==> src/rtl/lv_pwm_intb_encode.sv <==
// Single-wire interrupt encoder: one edge signals "assert", three edges signal
// "deassert", and a quiet gap follows every message so the receiver can frame it.
module lv_pwm_intb_encode #(
   parameter int SEG_CYC = 6,
   parameter int GAP_CYC = 16
) (
   input  logic i_clk,
   input  logic i_rst_n,
   input  logic i_intb_n,
   output logic o_pwm_intb_n,
   output logic o_busy,
   output logic o_msg_done
);

   localparam int MAX_CYC = (SEG_CYC > GAP_CYC) ? SEG_CYC : GAP_CYC;
   localparam int CNT_W   = $clog2(MAX_CYC + 1);

   localparam logic [CNT_W-1:0] SEG_LOAD = CNT_W'(SEG_CYC - 1);
   localparam logic [CNT_W-1:0] GAP_LOAD = CNT_W'(GAP_CYC - 1);
   localparam logic [CNT_W-1:0] CNT_ZERO = {CNT_W{1'b0}};
   localparam logic [CNT_W-1:0] CNT_ONE  = CNT_W'(1);

   typedef enum logic [1:0] {
      ST_IDLE   = 2'd0,
      ST_DA_HI1 = 2'd1,
      ST_DA_LO  = 2'd2,
      ST_GAP    = 2'd3
   } state_t;

   state_t           state_r, state_s;
   logic [CNT_W-1:0] cnt_r, cnt_s;
   logic             pwm_r, pwm_s;
   logic             busy_r, busy_s;
   logic             done_r, done_s;

   // Next-state, counter and output decode; the line level only moves on state entry.
   always_comb begin
      state_s = state_r;
      cnt_s   = cnt_r;
      pwm_s   = pwm_r;
      done_s  = 1'b0;
      case (state_r)
         ST_IDLE: begin
            if (i_intb_n != pwm_r) begin
               if (i_intb_n == 1'b0) begin
                  state_s = ST_GAP;
                  cnt_s   = GAP_LOAD;
                  pwm_s   = 1'b0;
               end else begin
                  state_s = ST_DA_HI1;
                  cnt_s   = SEG_LOAD;
                  pwm_s   = 1'b1;
               end
            end else begin
               cnt_s = CNT_ZERO;
            end
         end
         ST_DA_HI1: begin
            if (cnt_r == CNT_ZERO) begin
               state_s = ST_DA_LO;
               cnt_s   = SEG_LOAD;
               pwm_s   = 1'b0;
            end else begin
               cnt_s = cnt_r - CNT_ONE;
            end
         end
         ST_DA_LO: begin
            if (cnt_r == CNT_ZERO) begin
               state_s = ST_GAP;
               cnt_s   = GAP_LOAD;
               pwm_s   = 1'b1;
            end else begin
               cnt_s = cnt_r - CNT_ONE;
            end
         end
         ST_GAP: begin
            if (cnt_r == CNT_ZERO) begin
               state_s = ST_IDLE;
               done_s  = 1'b1;
            end else begin
               cnt_s = cnt_r - CNT_ONE;
            end
         end
         default: begin
            state_s = ST_IDLE;
            cnt_s   = CNT_ZERO;
            pwm_s   = 1'b1;
         end
      endcase
      busy_s = (state_s != ST_IDLE);
   end

   // State, counter and registered outputs; reset aborts any message without a done pulse.
   always_ff @(posedge i_clk) begin
      if (!i_rst_n) begin
         state_r <= ST_IDLE;
         cnt_r   <= CNT_ZERO;
         pwm_r   <= 1'b1;
         busy_r  <= 1'b0;
         done_r  <= 1'b0;
      end else begin
         state_r <= state_s;
         cnt_r   <= cnt_s;
         pwm_r   <= pwm_s;
         busy_r  <= busy_s;
         done_r  <= done_s;
      end
   end

   assign o_pwm_intb_n = pwm_r;
   assign o_busy       = busy_r;
   assign o_msg_done   = done_r;

endmodule
==> config.mk <==
export PLATFORM = sky130hd
export DESIGN_NAME = lv_pwm_intb_encode
export DESIGN_NICKNAME = d
export VERILOG_FILES = /design/src/rtl/lv_pwm_intb_encode.sv
export SDC_FILE = /design/constraint.sdc
export NUM_CORES = 1
export LEC_CHECK = 0
export CORE_AREA = 2 2 39 41
export CTS_BUF_LIST = sky130_fd_sc_hd__clkbuf_8
export DETAILED_ROUTE_END_ITERATION = 7
export DIE_AREA = 0 0 41 43
export HOLD_SLACK_MARGIN = 0.1
export PLACE_DENSITY = 0.71
export SLEW_MARGIN = 20
export SYNTH_ARGS = -nofsm -noshare
export SYNTH_HDL_FRONTEND = slang
export SYNTH_SLANG_ARGS = --single-unit
export TNS_END_PERCENT = 100
==> constraint.sdc <==
create_clock -name i_clk -period 4.8 [get_ports i_clk]
set_input_delay 0.72 -clock i_clk [delete_from_list [all_inputs] [get_ports i_clk]]
set_output_delay 0.72 -clock i_clk [all_outputs]
set_load 0.02 [all_outputs]
==> reports/results.md, run 1 <==
### Status
• **result of the run** finished clean

### Critical path
• **number of buffers and inverters on the critical path** 2
• **Worst setup endpoint** o_busy$_SDFF_PN0_
• **critical register-to-register path endpoint** o_busy$_SDFF_PN0_
• **launch instance of the worst register-to-register path** state_r[0]$_SDFF_PN0_
• **category of the worst setup path capture point** register
• **Critical Path Start Type** input port
• **Max Fanout on Critical Path** 7
• **cell count along the critical path** 7
• **CP arrival** 2160 ps
• **critical path required time** 4930 ps
• **depth of the worst register-to-register path** 6
• **Setup Crit Path Kind** input port to register
• **cell chain of the critical path** clkdlybuf4s50_1 > inv_1 > ha_1 > nor2_1 > a21oi_1 > o22ai_1 > or2_1
• **worst setup path startpoint** i_intb_n
• **setup slack, reg-to-reg** 3010 ps
• **delay of the slowest critical-path stage** 500 ps
• **CP max-delay cell** clkdlybuf4s50_1
• **Top Family by Delay on Critical Path** buffers and inverters

### Die
• **Std-Cell Core Area** 1380 um^2
• **Top-Level Pins** 6
• **floorplan die area** 1760 um^2
• **die height** 43 um
• **starting utilization of the core area** 48.6%
• **Die W** 41 um
• **row cnt** 14

### Drt
• **post-DR vias/cell** 5.76
• **router iterations before antenna repair** 4
• **overall via count from detail_route** 553
• **drt drc** 0
• **final WL** 1.32 mm
• **iteration-0 DRC count of the detailed router** 11
• **count of nets left with antenna violations after detail routing** 0
• **routed length per instance** 13.8 um

### Run
• **max-capacitance violation count** 0

### Logic synthesis
• **count of flip-flops with a built-in enable after synthesis** 0
• **post-synthesis sequential element count** 10
• **Yosys Warn Count** 0
• **Post-Syn Nets** 84
• **cell area after synthesis** 672 um^2
• **Avg Inst Size Synth** 9.08 um^2
• **dominant register cell in the synthesized netlist** dfxtp_1
• **sequential area share after synthesis** 29.8%
• **Cell variety after synth** 33
• **number of instances in the synthesized netlist** 74
• **share of async-settable or async-resettable flops after synthesis** 0%

### Final layout
• **count of placed standard cells in the final layout, fillers left out** 96
• **footprint of the multi-input gates** 413 um^2
• **final design utilization** 55.0%
• **Sequential cell area** 200 um^2
• **most frequent standard cell in the layout excluding fill and tap cells** dfxtp_1
• **area growth from synthesis to final layout** 13.2%
• **fillers** 128
• **layout net count** 91
• **# diodes** 0
• **commonest non-fill, non-tap cells in the layout** dfxtp_1, ha_1, inv_1, nor2_1
• **share of layout cells above drive strength 1** 11.3%

### Global route
• **aggregate global routing overflow** 0
• **global-route wire length before repair** 2.20 mm
• **GRT Util Overall** 18.9%
• **pin count of the biggest net entering global routing** 12
• **antenna violations before repair** 0
• **vias in the first global route** 502

### STA
• **setup repair after global routing missed its margin** no
• **Max-slew headroom** 62.2%
• **setup violators final** 0
• **highest clock frequency the design can meet** 491 MHz
• **Period Utilization, post-route** 42.5%
• **transition at the pin with the smallest max-transition slack** 564 ps
• **Fin Clk Skew** 0.655 ps
• **least setup slack across all paths after layout** 2760 ps
• **total negative slack** 0 ps
• **final hold vios** 0
• **Period minus WS final** 2040 ps
• **final slew viol count** 0

### Placement
• **number of cells after detailed placement** 92
• **worst setup slack after placement** 2510 ps
• **detailed placement HPWL** 930 um
• **final weighted congestion in routability-driven placement** 0.815
• **count of buffers from port buffering** 5

### Clock tree
• **post-CTS setup repair buffer count** 0
• **TritonCTS sink count** 10
• **total number of H-tree levels** 1
• **clock buffers created by TritonCTS** 3
• **TritonCTS clock tree** built
• **clock network latency to the later pin of the worst-skew pair** 240 ps
• **clock-pin slew of the registers on the worst-case setup and hold paths** 50 ps
• **number of buffers on the longest clock path** 2
• **cts-stage hold buffer count** 0
• **Post-CTS Resized** 0
• **clk root buf** clkbuf_8

### Min path
• **Worst Hold Class** register to register

### Power
• **total power divided by cell area** 757 nW/um^2
• **Final Total Pwr** 0.575 mW
• **worst-case vdd ir drop** 0.366 mV
• **static leakage** 0.340 nW

stage by stage:
step / instance area [um^2] / hold WS, ps
4_1_cts: 761 / 517
3_5_place_dp: 706 / 499
2_1_floorplan: 672 / 472
3_3_place_gp: 706 / 503
5_1_grt: 761 / 544
6_report: 761 / 513
registers in the layout (all words and copies together) (netlist names):
register / count
o_msg_done: 1
cnt_r: 5
state_r: 2
o_pwm_intb_n: 1
o_busy: 1
cell type report:
class | instances | area share, %
Inverter | 6 | 2.96
Tap cell | 16 | 2.63
Sequential cell | 10 | 26.3
Multi-Input combinational cell | 55 | 54.3
Timing Repair Buffer | 5 | 6.58
Clock buffer | 4 | 7.24
how the worst min path moves through the flow:
stage / depth (start not counted) / from / to
floorplan: 2 / cnt_r[0]$_SDFFE_PN0P_ / cnt_r[0]$_SDFFE_PN0P_
global placement: 2 / o_pwm_intb_n$_SDFFE_PN1P_ / o_pwm_intb_n$_SDFFE_PN1P_
detailed placement: 2 / o_pwm_intb_n$_SDFFE_PN1P_ / o_pwm_intb_n$_SDFFE_PN1P_
CTS: 2 / o_pwm_intb_n$_SDFFE_PN1P_ / o_pwm_intb_n$_SDFFE_PN1P_
global route: 2 / o_pwm_intb_n$_SDFFE_PN1P_ / o_pwm_intb_n$_SDFFE_PN1P_
finish: 2 / o_pwm_intb_n$_SDFFE_PN1P_ / o_pwm_intb_n$_SDFFE_PN1P_
layer usage:
metal	share of wire (%)	track usage, %	vias to the layer above	wire length [um]
met5	0	0	-	0
met4	1.8	12.7	0	24
met3	4.2	6.81	3	55
met2	43	23.8	15	572
met1	51	25.8	255	667
li1	-	-	280	-
cells by family after synthesis:
kind of cell | synth area share [%]
XOR/XNOR | 2.61
AND/OR/NAND/NOR | 23.8
flip-flops | 29.8
buffers and inverters | 8.75
AO/OA/AOI/OAI | 19.0
multiplexers | 2.98
adder cells (fa/ha/maj) | 13.0
report_power, final:
group | switching [mW] | internal, mW | total, mW
logic | 0.177 | 0.150 | 0.328
registers | 0.0295 | 0.113 | 0.142
clock network | 0.0335 | 0.0721 | 0.106
total | 0.240 | 0.335 | 0.575
synthesized netlist by cell type (2+ instances only):
master,number,area share [%]
a21oi_1,4,3.0
buf_6,2,3.4
dfxtp_1,10,30
ha_1,7,13
inv_1,6,3.4
mux2i_1,2,3.0
nand2_1,5,2.8
nand3_1,2,1.5
nor2_1,6,3.4
nor3_1,5,3.7
o21ai_0,3,2.2
tightest hold or removal path: cells and delay by family, from the launching register on:
family	cells	cell delay, ps
DFF	1	320
and+or+nand+nor	1	60
AOI/OAI and AO/OA	1	80
(Power assumes the default switching activity.)
==> run 2, diff against run 1 <==
clock period = 1.9 ns   (was 4.8 ns; I/O delays follow)
==> reports/results.md, run 2 (same netlist as run 1, synthesis figures left out) <==
### STA
• **setup violators final** 0, unchanged
• **setup repair after global routing missed its margin** no
• **total negative slack** 0 ps, unchanged
• **post-route worst hold slack** 515 ps, +2.55 ps
• **Period minus WS final** 1760 ps
• **final hold vios** 0, unchanged
• **Period Utilization, post-route** 92.6%
• **Fin Clk Skew** 2.77 ps, +2.11 ps
• **Max-slew headroom** 75.5%, +13 points
• **final slew viol count** 0, unchanged
• **transition at the pin with the smallest max-transition slack** 368 ps, -197 ps
• **highest clock frequency the design can meet** 568 MHz

### Die
• **floorplan die area** 1760 um^2, unchanged
• **Die W** 41 um, unchanged
• **starting utilization of the core area** 48.6%, unchanged
• **Std-Cell Core Area** 1380 um^2, unchanged
• **row cnt** 14, unchanged
• **Top-Level Pins** 6, unchanged
• **die height** 43 um, unchanged

### Global route
• **antenna violations before repair** 0, unchanged
• **global-route wire length before repair** 2.21 mm, +0.59%
• **GRT Util Overall** 19.6%, +0.74 points
• **vias in the first global route** 525, +4.6%
• **pin count of the biggest net entering global routing** 11, -1
• **aggregate global routing overflow** 0, unchanged

### Final layout
• **area growth from synthesis to final layout** 17.7%
• **registers with the highest flip-flop counts** cnt_r (5), state_r (2)
• **# diodes** 0, unchanged
• **share of layout cells above drive strength 1** 15.5%, +4.2 points
• **final design utilization** 57.1%, +2.2 points
• **layout net count** 95, +4.4%
• **most frequent standard cell in the layout excluding fill and tap cells** dfxtp_1
• **commonest non-fill, non-tap cells in the layout** dfxtp_1, ha_1, inv_1, nor2_1
• **flip-flop count of the largest register after layout** 5, unchanged
• **count of placed standard cells in the final layout, fillers left out** 100, +4.2%
• **Reg with most FFs** cnt_r

### Clock tree
• **post-CTS setup repair buffer count** 0, unchanged
• **TritonCTS clock tree** built
• **cts-stage hold buffer count** 0, unchanged
• **Post-CTS Resized** 0, unchanged
• **TritonCTS sink count** 10, unchanged
• **clock-pin slew of the registers on the worst-case setup and hold paths** 50 ps, about the same
• **clock network latency to the later pin of the worst-skew pair** 240 ps, about the same
• **number of buffers on the longest clock path** 2, unchanged
• **clk root buf** clkbuf_8
• **clock buffers created by TritonCTS** 3, unchanged
• **total number of H-tree levels** 1, unchanged

### Critical path
• **category of the worst setup path capture point** register
• **Critical Path Start Type** register
• **depth of the worst register-to-register path** 6, unchanged
• **number of buffers and inverters on the critical path** 1, -1
• **CP arrival** 1890 ps, -270 ps
• **delay of the slowest critical-path stage** 510 ps, about the same
• **setup slack, reg-to-reg** 140 ps, -2870 ps
• **critical path required time** 2030 ps, -2900 ps
• **Max Fanout on Critical Path** 4, -3
• **CP max-delay cell** or4b_4
• **launch instance of the worst register-to-register path** cnt_r[0]$_SDFFE_PN0P_
• **cell chain of the critical path** inv_1 > ha_1 > or4b_4 > a21boi_2 > o22ai_1 > or2_1
• **Setup Crit Path Kind** register to register
• **critical register-to-register path endpoint** o_busy$_SDFF_PN0_
• **Top Family by Delay on Critical Path** simple AND/OR/NAND/NOR gates

### Drt
• **iteration-0 DRC count of the detailed router** 3, -8
• **drt drc** 0, unchanged
• **post-DR vias/cell** 5.58, -3.1%
• **router iterations before antenna repair** 4, unchanged
• **overall via count from detail_route** 558, +0.90%
• **count of nets left with antenna violations after detail routing** 0, unchanged
• **routed length per instance** 13.5 um, -2.2%
• **final WL** 1.35 mm, +1.9%

### Power
• **static leakage** 0.358 nW, +5.5%
• **part of the power in combinational logic** 58.4%, +1.5 points
• **total power divided by cell area** 1940 nW/um^2, +160%
• **portion of total power attributed to the clock network** 18.0%, -0.3 points
• **sw frac** 41.0%, -0.71 points
• **relative contribution of sequential cells to total power** 23.6%, -1.1 points
• **internal cell power** 0.905 mW, +170%
• **Final Total Pwr** 1.53 mW, +170%
• **Net Switching** 0.630 mW, +160%
• **worst-case vdd ir drop** 0.972 mV, +170%

### Min path
• **Worst Hold Depth** 2, unchanged
• **hold-critical path endpoint** o_pwm_intb_n$_SDFFE_PN1P_
• **Worst Hold Class** register to register
• **Worst Hold Launch** o_pwm_intb_n$_SDFFE_PN1P_

### Placement
• **number of cells after detailed placement** 96, +4.3%
• **count of buffers from port buffering** 5, unchanged
• **detailed placement HPWL** 990 um, +6.4%
• **final weighted congestion in routability-driven placement** 0.825, +1.3%

### Status
• **result of the run** finished clean

### Run
• **max-capacitance violation count** 0, unchanged

[run 2: changes by cell type in the layout (fill, tap and decap cells not counted)]
| cell | delta |
|---|---|
| buf_4 | +4 |
[run 2: how the worst max path moves through the flow]
stage	from	endpoint	slack, ps	depth (start not counted)
finish	cnt_r[0]$_SDFFE_PN0P_	o_busy$_SDFF_PN0_	140	6
global route	cnt_r[0]$_SDFFE_PN0P_	o_busy$_SDFF_PN0_	60	6
CTS	cnt_r[0]$_SDFFE_PN0P_	o_busy$_SDFF_PN0_	140	6
detailed placement	i_intb_n	o_busy$_SDFF_PN0_	70	7
global placement	i_intb_n	o_busy$_SDFF_PN0_	100	7
floorplan	cnt_r[0]$_SDFFE_PN0P_	o_busy$_SDFF_PN0_	310	6
[run 2: routing by layer]
metal | routed length (um) | up-vias | share of wire [%] | global-route usage [%]
li1 | - | 290 | - | -
met1 | 655 | 254 | 49 | 24.7
met2 | 592 | 9 | 44 | 26.6
met3 | 46 | 5 | 3.4 | 5.24
met4 | 51 | 0 | 3.8 | 16.0
met5 | 0 | - | 0 | 0
[run 2: final cells by class]
class | instances | area (um^2)
Fill cell | 135 | 593
Sequential cell | 10 | 200
Multi-Input combinational cell | 55 | 413
Clock buffer | 4 | 55.1
Timing Repair Buffer | 9 | 80.1
Tap cell | 16 | 20.0
Inverter | 6 | 22.5
[run 2: worst register-to-register path, stage by stage (launching register included)]
cell and delay (ps):
dfxtp_1 330, inv_1 90, ha_1 240, or4b_4 510
a21boi_2 160, o22ai_1 90, or2_1 230
[run 2: stage by stage]
step / cell area, um^2 / setup WS (ps)
3_3_place_gp: 736 / 103
5_1_grt: 791 / 57.2
6_report: 791 / 140
4_1_cts: 791 / 138
2_1_floorplan: 672 / 309
3_5_place_dp: 736 / 67.7
[run 2: power groups by stage]
stage	clock network, mW	logic, mW	registers [mW]
after global routing	0.289	0.995	0.373
after CTS	0.279	0.898	0.360
final	0.276	0.897	0.361
after global placement	0	0.884	0.362
after detailed placement	0	0.891	0.364
after floorplan	0	0.681	0.373
